## config.mk

```make
export PLATFORM = sky130hd
export DESIGN_NAME = uart_tx_mmio_flat
export DESIGN_NICKNAME = d
export VERILOG_FILES = /design/src/rtl/uart_tx_mmio_if.sv /design/src/rtl/uart_tx_mmio.sv /design/src/flat_wrapper.sv
export SDC_FILE = /design/constraint.sdc
export NUM_CORES = 1
export LEC_CHECK = 0
export ABC_AREA = 1
export BUFFER_PORTS_ARGS = -buffer_cell sky130_fd_sc_hd__buf_2
export CAP_MARGIN = 20
export CORE_MARGIN = 2
export CORE_UTILIZATION = 40
export CTS_BUF_LIST = sky130_fd_sc_hd__clkbuf_2 sky130_fd_sc_hd__clkbuf_4 sky130_fd_sc_hd__clkbuf_8
export CTS_CLUSTER_DIAMETER = 120
export CTS_CLUSTER_SIZE = 40
export DETAILED_ROUTE_END_ITERATION = 7
export PLACE_DENSITY = 0.6
export SLEW_MARGIN = 10
export SYNTH_ARGS = -nofsm -noshare
export SYNTH_HDL_FRONTEND = slang
export SYNTH_SLANG_ARGS = --single-unit
```

## constraint.sdc

```tcl
create_clock -name clock -period 2.4 [get_ports clock]
set_input_delay 0.36 -clock clock [delete_from_list [all_inputs] [get_ports clock]]
set_output_delay 0.36 -clock clock [all_outputs]
set_load 0.005 [all_outputs]
```

## src/rtl/uart_tx_mmio_if.sv

```systemverilog
// CPU-side bus for the memory-mapped UART transmitter: address, write
// data and write enable from the CPU, plus combinational status readback.
interface uart_tx_mmio_if;
    logic [15:0] address;
    logic [31:0] data;
    logic        wren;
    logic [31:0] rd_data;

    modport master (
        output address,
        output data,
        output wren,
        input  rd_data
    );

    modport slave (
        input  address,
        input  data,
        input  wren,
        output rd_data
    );
endinterface

```

## src/rtl/uart_tx_mmio.sv

```systemverilog
// Memory-mapped UART transmitter (8N1). Bytes written to TXDATA are queued
// in a small FIFO and shifted out LSB first. STATUS reports the FIFO and
// transmitter state together with a sticky overflow flag.
module uart_tx_mmio #(
    parameter int CLKS_PER_BIT = 434,
    parameter int FIFO_DEPTH   = 4
) (
    input  logic           clock,
    input  logic           reset,
    uart_tx_mmio_if.slave  bus,
    output logic           tx,
    output logic           busy
);
    localparam int          PTR_W       = (FIFO_DEPTH > 1) ? $clog2(FIFO_DEPTH) : 1;
    localparam int          CNT_W       = PTR_W + 1;
    localparam logic [15:0] ADDR_TXDATA = 16'hFFFE;
    localparam logic [15:0] ADDR_STATUS = 16'hFFFD;
    localparam logic [15:0] BAUD_RELOAD = 16'(CLKS_PER_BIT - 1);

    typedef enum logic [1:0] {IDLE, START, DATA, STOP} state_t;

    state_t           state, state_n;
    logic [15:0]      baud_cnt, baud_cnt_n;
    logic [2:0]       bit_idx, bit_idx_n;
    logic [7:0]       shift_reg, shift_reg_n;
    logic             tx_n;

    logic [7:0]       fifo_mem [FIFO_DEPTH];
    logic [PTR_W-1:0] wr_ptr, rd_ptr;
    logic [CNT_W-1:0] count;
    logic             overflow;
    logic             fifo_empty, fifo_full;
    logic             push_req, push_ok, pop, clr_ovf;

    // Only the low byte of a TXDATA write is transmitted.
    logic unused_data_hi;
    assign unused_data_hi = ^bus.data[31:8];

    assign fifo_empty = (count == '0);
    assign fifo_full  = (count == CNT_W'(FIFO_DEPTH));
    assign push_req   = bus.wren && (bus.address == ADDR_TXDATA);
    assign clr_ovf    = bus.wren && (bus.address == ADDR_STATUS);
    // The transmitter takes the head on its first idle cycle.
    assign pop        = (state == IDLE) && !fifo_empty;
    // A full FIFO still accepts a push when the head leaves in the same cycle.
    assign push_ok    = push_req && (!fifo_full || pop);
    assign busy       = (state != IDLE) || !fifo_empty;

    // FIFO storage; contents need no reset since count gates every read.
    always_ff @(posedge clock) begin
        if (push_ok && !reset) begin
            fifo_mem[wr_ptr] <= bus.data[7:0];
        end
    end

    // FIFO pointers, occupancy count and sticky overflow flag.
    always_ff @(posedge clock) begin
        if (reset) begin
            wr_ptr   <= '0;
            rd_ptr   <= '0;
            count    <= '0;
            overflow <= 1'b0;
        end else begin
            if (push_ok) begin
                wr_ptr <= wr_ptr + 1'b1;
            end
            if (pop) begin
                rd_ptr <= rd_ptr + 1'b1;
            end
            case ({push_ok, pop})
                2'b10:   count <= count + 1'b1;
                2'b01:   count <= count - 1'b1;
                default: count <= count;
            endcase
            if (clr_ovf) begin
                overflow <= 1'b0;
            end else if (push_req && fifo_full && !pop) begin
                overflow <= 1'b1;
            end
        end
    end

    // Transmit state register; tx is registered so the line never glitches.
    always_ff @(posedge clock) begin
        if (reset) begin
            state    <= IDLE;
            baud_cnt <= '0;
            bit_idx  <= '0;
            tx       <= 1'b1;
        end else begin
            state    <= state_n;
            baud_cnt <= baud_cnt_n;
            bit_idx  <= bit_idx_n;
            tx       <= tx_n;
        end
    end

    // Shift register holds the byte in flight; loaded only on a pop.
    always_ff @(posedge clock) begin
        shift_reg <= shift_reg_n;
    end

    // Next-state logic: each bit lasts CLKS_PER_BIT cycles via a down-counter.
    always_comb begin
        state_n     = state;
        baud_cnt_n  = baud_cnt;
        bit_idx_n   = bit_idx;
        shift_reg_n = shift_reg;
        tx_n        = 1'b1;
        case (state)
            IDLE: begin
                if (!fifo_empty) begin
                    shift_reg_n = fifo_mem[rd_ptr];
                    baud_cnt_n  = BAUD_RELOAD;
                    state_n     = START;
                end
            end
            START: begin
                if (baud_cnt == '0) begin
                    baud_cnt_n = BAUD_RELOAD;
                    bit_idx_n  = '0;
                    state_n    = DATA;
                end else begin
                    baud_cnt_n = baud_cnt - 1'b1;
                end
            end
            DATA: begin
                if (baud_cnt == '0) begin
                    baud_cnt_n = BAUD_RELOAD;
                    if (bit_idx == 3'd7) begin
                        state_n = STOP;
                    end else begin
                        bit_idx_n = bit_idx + 1'b1;
                    end
                end else begin
                    baud_cnt_n = baud_cnt - 1'b1;
                end
            end
            STOP: begin
                if (baud_cnt == '0) begin
                    state_n = IDLE;
                end else begin
                    baud_cnt_n = baud_cnt - 1'b1;
                end
            end
            default: state_n = IDLE;
        endcase
        case (state_n)
            START:   tx_n = 1'b0;
            DATA:    tx_n = shift_reg_n[bit_idx_n];
            default: tx_n = 1'b1;
        endcase
    end

    // STATUS readback, combinational from the address.
    always_comb begin
        bus.rd_data = '0;
        if (bus.address == ADDR_STATUS) begin
            bus.rd_data = {23'd0, 5'(count), overflow, (state != IDLE),
                           fifo_full, fifo_empty};
        end
    end
endmodule

```

## src/flat_wrapper.sv

```systemverilog
// flat-port wrapper written by rule: the top's interface ports become plain ports
module uart_tx_mmio_flat 
#(
    parameter int CLKS_PER_BIT = 434,
    parameter int FIFO_DEPTH   = 4
)
  (clock, reset, tx, busy, bus_address, bus_data, bus_wren, bus_rd_data);
  uart_tx_mmio_if bus_i ();
  input  logic clock;
  input  logic reset;
  output logic tx;
  output logic busy;
  input wire logic [$bits(bus_i.address)-1:0] bus_address;
  input wire logic [$bits(bus_i.data)-1:0] bus_data;
  input wire logic [$bits(bus_i.wren)-1:0] bus_wren;
  output wire logic [$bits(bus_i.rd_data)-1:0] bus_rd_data;
  assign bus_i.address = bus_address;
  assign bus_i.data = bus_data;
  assign bus_i.wren = bus_wren;
  assign bus_rd_data = bus_i.rd_data;
  uart_tx_mmio #(.CLKS_PER_BIT(CLKS_PER_BIT), .FIFO_DEPTH(FIFO_DEPTH)) u_core (.clock(clock), .reset(reset), .bus(bus_i), .tx(tx), .busy(busy));
endmodule
```

### Yosys cells after proc, flatten, opt, wreduce, memory -nomap -nowiden

Memories as Yosys holds them, arrays and structs flattened. A register that Yosys moved wholly into a read port is not among the register bits.
Cells that the tools add are included.

| storage, ports and cells | value |
|---|---|
| register bits | 38 |
| latch bits | 0 |
| memory bits (writable) | 32 |
| bits in read-only memories | 0 |
| bits of input ports | 51 |
| output and inout bits | 34 |
| word-level logic and storage cells | 76 |
| memories kept | 1 |

Memories:

| name | depth | bits a word | rd ports | clocked after Yosys merged registers in | wr ports | RTL line | RTL |
|---|---|---|---|---|---|---|---|
| u_core.fifo_mem | 4 | 8 | 1 | 1 | 1 | uart_tx_mmio.sv:28 | `logic [7:0] fifo_mem [FIFO_DEPTH];` |

| operators by class | value |
|---|---|
| add/sub/neg operators | 6 |
| multipliers | 0 |
| div/mod/pow operators | 0 |
| order comparisons | 1 |
| eq/ne operators | 13 |
| shift operators | 0 |
| multiplexer cells | 25 |
| bitwise gates (word level) | 0 |
| reductions and logical operators | 21 |

Operators with widths:

| kind | number |
|---|---|
| 16-bit 2-to-1 mux | 3 |
| 16-bit case mux with 3 select lines | 1 |
| 16-bit equality test, second input constant | 2 |
| 16-bit zero test | 1 |
| 8-bit 2-to-1 mux | 2 |
| 16-bit by 1-bit subtractor with 16-bit output, second input constant | 1 |
| 2-bit 2-to-1 mux | 7 |
| 3-bit case mux with 2 select lines | 2 |
| 3-bit 2-to-1 mux | 3 |
| 2-bit equality test, second input constant | 4 |
| 2-bit case mux with 4 select lines | 1 |
| 1-bit logical AND | 7 |
| 7-bit 2-to-1 mux | 1 |
| 3-bit by 1-bit adder with 3-bit output, second input constant | 2 |
| 2-bit by 1-bit equality test with 1-bit output, second input constant | 3 |
| 3-bit equality test, second input constant | 2 |
| 2-bit by 1-bit adder with 2-bit output, second input constant | 2 |
| 1-bit zero test | 4 |
| 3-bit by 4-bit < comparator with 1-bit output, second input constant | 1 |
| 2-bit != test, second input constant | 2 |
| 2-bit nonzero test | 2 |
| 2-bit OR reduction | 2 |
| 1-bit binary-select mux with 3-bit select | 1 |
| 3-bit zero test | 1 |
| 6 further kinds | 9 |

### Depth between registers and ports, before layout

| logic depth | value |
|---|---|
| depth after elaboration | 8 |
| depth in mapped cells | 17 |
| gate-level depth less buffers | 17 |

### Least setup slack after synthesis

No wires, ideal clock.

| timing path | value |
|---|---|
| path kind | register to register |
| from | register u_core.state[0] |
| to | register u_core.count[2] |
| library setup time | 0.070 ns |
| data arrival time | 1.909 ns |
| required time | 2.330 ns |
| slack | 0.421 ns |
| stages on the path, launching flop included | 13 |
| buffers on the path | 1 |
| clock period less this slack | 1.979 ns |
| path through | dfxtp_1 inv_1 ha_1 inv_1 nor2_2 buf_4 inv_1 nor2_1 inv_1 fa_1 o21ai_0 o21ai_0 a21oi_1 |

| on the way | value |
|---|---|
| word-level cells in the longest chain between the ends | 6 |
| elaborated cells between the ends (all ways) | 8 |
| those cells by class | 2 x eq/ne; 1 x mux; 5 x reduce/logical |

Ends and longest elaborated chain:

| item | RTL line | RTL |
|---|---|---|
| start: declaration | uart_tx_mmio.sv:22 | `state_t state, state_n;` |
| start signal: assignment | uart_tx_mmio.sv:91 | `state <= state_n;` |
| 2-bit zero test (*) | uart_tx_mmio.sv:44 | `assign pop = (state == IDLE) && !fifo_empty;` |
| 1-bit logical AND (*) | uart_tx_mmio.sv:44 |  |
| 1-bit logical OR | uart_tx_mmio.sv:46 | `assign push_ok = push_req && (!fifo_full \|\| pop);` |
| 1-bit logical AND | uart_tx_mmio.sv:46 |  |
| 2-bit by 1-bit equality test with 1-bit output or 2-bit equality test (tied branches) | uart_tx_mmio.sv:70 | `case ({push_ok, pop})` |
| 3-bit case mux with 2 select lines or 2-bit nonzero test (tied branches) | - |  |
| end signal: assignment | uart_tx_mmio.sv:71 | `2'b10: count <= count + 1'b1;` |
| end signal: assignment | uart_tx_mmio.sv:72 | `2'b01: count <= count - 1'b1;` |
| end signal: assignment | uart_tx_mmio.sv:73 | `default: count <= count;` |
| end: declaration | uart_tx_mmio.sv:30 | `logic [CNT_W-1:0] count;` |

Every way passes the cells marked *; elsewhere a longest branch is shown, timed or not.
A chain may end at the register's enable or synchronous reset.

### Worst setup path after layout

| timing path | value |
|---|---|
| from | register u_core.state[0] |
| to | register u_core.baud_cnt[14] |

| on the way | value |
|---|---|
| word-level cells in the longest chain between the ends | 3 |
| elaborated cells between the ends (all ways) | 9 |
| those cells by class | 5 x eq/ne; 1 x mux; 3 x reduce/logical |

Ends and longest elaborated chain:

| item | RTL line | RTL |
|---|---|---|
| 2-bit by 1-bit equality test with 1-bit output, or another cell as far along | uart_tx_mmio.sv:110 | `case (state)` |
| 2-bit OR reduction (no source line) or 2-bit != test (tied branches) | - |  |
| 16-bit case mux with 3 select lines or 2-bit AND reduction (tied branches) | - |  |
| end signal: assignment | uart_tx_mmio.sv:92 | `baud_cnt <= baud_cnt_n;` |
| end: declaration | uart_tx_mmio.sv:23 | `logic [15:0] baud_cnt, baud_cnt_n;` |

Several ways; a longest one is shown, not always the timed one.

==> run_results.csv <==
group,metric,value,unit
status,status,"finished, final reports clean",
logic_synthesis,yosysUniqueCellTypes,37,
logic_synthesis,async_flop_share,0,%
critical_path,critical_path_required,2.70,ns
placement,port_buffers,35,
detailed_routing,wire_per_inst,11.8,µm
layout,final_area,0.00425,mm²
critical_path,cpMostUsedCell,"inv_1",
placement,gp_congestion,0.824,
placement,dp_hpwl,5.43,mm
detailed_routing,vias,2946,
logic_synthesis,ys.flop_type,"dfxtp_1",
detailed_routing,first_iter_violations,154,
detailed_routing,drt-pass1-iter-count,5,
critical_path,crit_slowest_cell,"ha_1",
logic_synthesis,synth_edf_count,32,
cts,cts_made_buffers,9,
logic_synthesis,syn_avg_cell_area,8.63,µm²
sta,fin_crit,2.07,ns
global_routing,antenna_found_initial,0,
cts,cts_sinks,72,
critical_path,path_cells,"inv_1, ha_1, nor2_1, inv_1, o211ai_1, a21oi_4, inv_2, nor3_2",
logic_synthesis,synth.top_cell.area_share,25.3,%
logic_synthesis,ys_warn_count,0,
cts,clock_path_buffers,2,
sta,tns,0,ns
pwr,p_leak,1.80,nW
global_routing,grt_use_total,15.4,%
sta,rsz0062_at_grt,"false",
floorplan,rows,35,
layout,antenna_cells,0,
critical_path,path_class,"reg -> reg",
cts,htree_levels,3,
floorplan,die_area,0.0103,mm²
logic_synthesis,yosysTopAreaCell,"edfxtp_1",
layout,num-nets-final,549,
critical_path,slowest_delay,0.52,ns
sta,slew_viol_final,0,
global_routing,grt_pass1_vias,2696,
cts,cts_root_buffer,"clkbuf_8",
pwr,ir_drop,0.784,mV
floorplan,io_pins,85,
floorplan,die_h,101,µm
logic_synthesis,ys_top_cells_by_area,"edfxtp_1 25%, dfxtp_1 21%, nor2_1 5.8%",
sta,setup_viol,0,
placement,preCtsSetupSlack,0.324,ns
floorplan,fp.dieW,101,µm
layout,drive_gt1_share,20.0,%
global_routing,grt_start_max_net_pins,21,
cts,clk_latency,0.36,ns
layout,nFillCells,902,
critical_path,cp_max_fo,7,
sta,fin_crit_sh,86.4,%
layout,largest_register_ffs,32,
floorplan,start_util,41.1,%
critical_path,r2r_cells,8,
worst_hold_path,hold_depth,1,
cts,hold_buffers,0,
sta,fmax,482,MHz
floorplan,core,0.00924,mm²
detailed_routing,drc,0,
logic_synthesis,syn-instance-count,440,
sta,hold_violations,0,
critical_path,cp_data_arrival_time,2.37,ns
layout,area_growth,12.0,%
critical_path,start_kind,"register",
logic_synthesis,ys_seq_area_share,46.4,%
critical_path,cp-end-kind,"register",
worst_hold_path,hold_class,"in -> reg",
global_routing,grt_pass1_wl,12.3,mm
pwr,finalPower,4.94,mW
cts,clk_pin_slew_worst_paths,0.09,ns
detailed_routing,drtAntennaViolNets,0,
sta,clock-skew-final,0.0124,ns
detailed_routing,routed_via_density,4.76,
run,maxCapViolCount,0,
logic_synthesis,yosys_register_bits,72,
placement,dpl_cell_area,0.00407,mm²
detailed_routing,drt-total-wl,7.28,mm
cts,cts_tree,"done",
global_routing,grt-ovfl-total,0,
layout,fin_util,46.0,%
logic_synthesis,syn_area,0.00380,mm²
sta,worst_slack,0.326,ns
pwr,p_per_area,1160,mW/mm²
[cell usage after synthesis, drive strengths merged (9+ instances only)]
cell type and count:
inv 63, edfxtp 32, nand2 50, o21ai 48, a21oi 19, nand4 12, buf 31, nor2 71
nand3 24, nor3 9, dfxtp 40, ha 12
[cell type report]
cell class / count / area, µm² / share of cell area (%)
Tap cell: 129 / 161 / 3.79
Multi-Input combinational cell: 295 / 1650 / 38.9
Sequential cell: 72 / 1760 / 41.4
Timing Repair Buffer: 44 / 255 / 6.00
Clock buffer: 9 / 124 / 2.91
Inverter: 63 / 236 / 5.56
Clock inverter: 7 / 61.3 / 1.44
[stage by stage]
stage / instances / hold slack [ns]
4_1_cts: 619 / 0.200
3_5_place_dp: 603 / 0.451
2_1_floorplan: 464 / 0.426
5_1_grt: 619 / 0.200
6_report: 619 / 0.213
3_3_place_gp: 603 / 0.449
[logic make-up (layout without fill, tap and decap cells)]
logic type	after synthesis	after routing	synth area share (%)
AND/OR/NAND/NOR	170	170	23.0
buffers and inverters	97	123	12.5
flip-flops	72	72	46.4
adder cells (fa/ha/maj)	13	13	4.48
other	1	25	0.0987
AO/OA/AOI/OAI	83	83	12.6
XOR/XNOR	4	4	0.922
[power breakdown]
part,switching [mW],internal (mW)
registers,0.187,1.51
logic,1.49,0.833
clock network,0.516,0.394
[worst max-delay path: cells and delay by family, from the launching register on]
family	cells	cell delay, ns
AOI/OAI and AO/OA	2	0.43
adders and majority gates	1	0.52
buffers and inverters	3	0.40
DFF	1	0.37
and+or+nand+nor	2	0.28
[routing by layer]
| layer | vias up | part of all wire (%) | global-route usage [%] |
|---|---|---|---|
| met5 | - | 0 | 0 |
| met4 | 0 | 1.9 | 6.96 |
| met3 | 15 | 5.0 | 3.04 |
| met1 | 1337 | 47 | 20.3 |
| li1 | 1508 | - | - |
| met2 | 86 | 46 | 24.7 |
[placed cells by master (no fill, tap or decap), types with 3 or more instances in the layout]
cell,netlist,final
inv_2,5,5
a31oi_1,3,3
inv_1,58,58
o21ai_0,41,40
nand2_1,41,41
a21oi_1,17,17
o221ai_1,4,4
ha_1,12,12
edfxtp_1,32,32
buf_4,28,8
clkbuf_8,0,9
nand4_1,12,12
nand3_1,20,20
nor2_4,6,6
xor2_1,3,3
nand2_2,5,5
conb_1,1,25
or2_2,3,3
o211ai_1,4,4
nor2_1,59,59
nor3_1,7,7
nand2_4,4,4
a221oi_1,3,3
nand3_4,3,3
nor2_2,6,6
o21ai_1,7,8
buf_2,3,35
inv_6,0,3
dfxtp_1,40,40
[worst paths after layout]
path	from	end	slack (ns)
min reg2reg	u_core.count[0]$_SDFFE_PP0P_	u_core.count[0]$_SDFFE_PP0P_	0.47
max reg2reg	u_core.state[0]$_SDFF_PP0_	u_core.baud_cnt[14]$_SDFFE_PP0P_	0.33
max	u_core.state[0]$_SDFF_PP0_	u_core.baud_cnt[14]$_SDFFE_PP0P_	0.33
min	bus_data[4]	u_core.fifo_mem[0][4]$_DFFE_PP_	0.21
[what timing repair did]
action	CTS	global route
endpoints found under the setup margin	0	1
gates resized for setup	0	1
setup buffers	0	0
endpoints found under the hold margin	0	0
(Power assumes the default switching activity.)
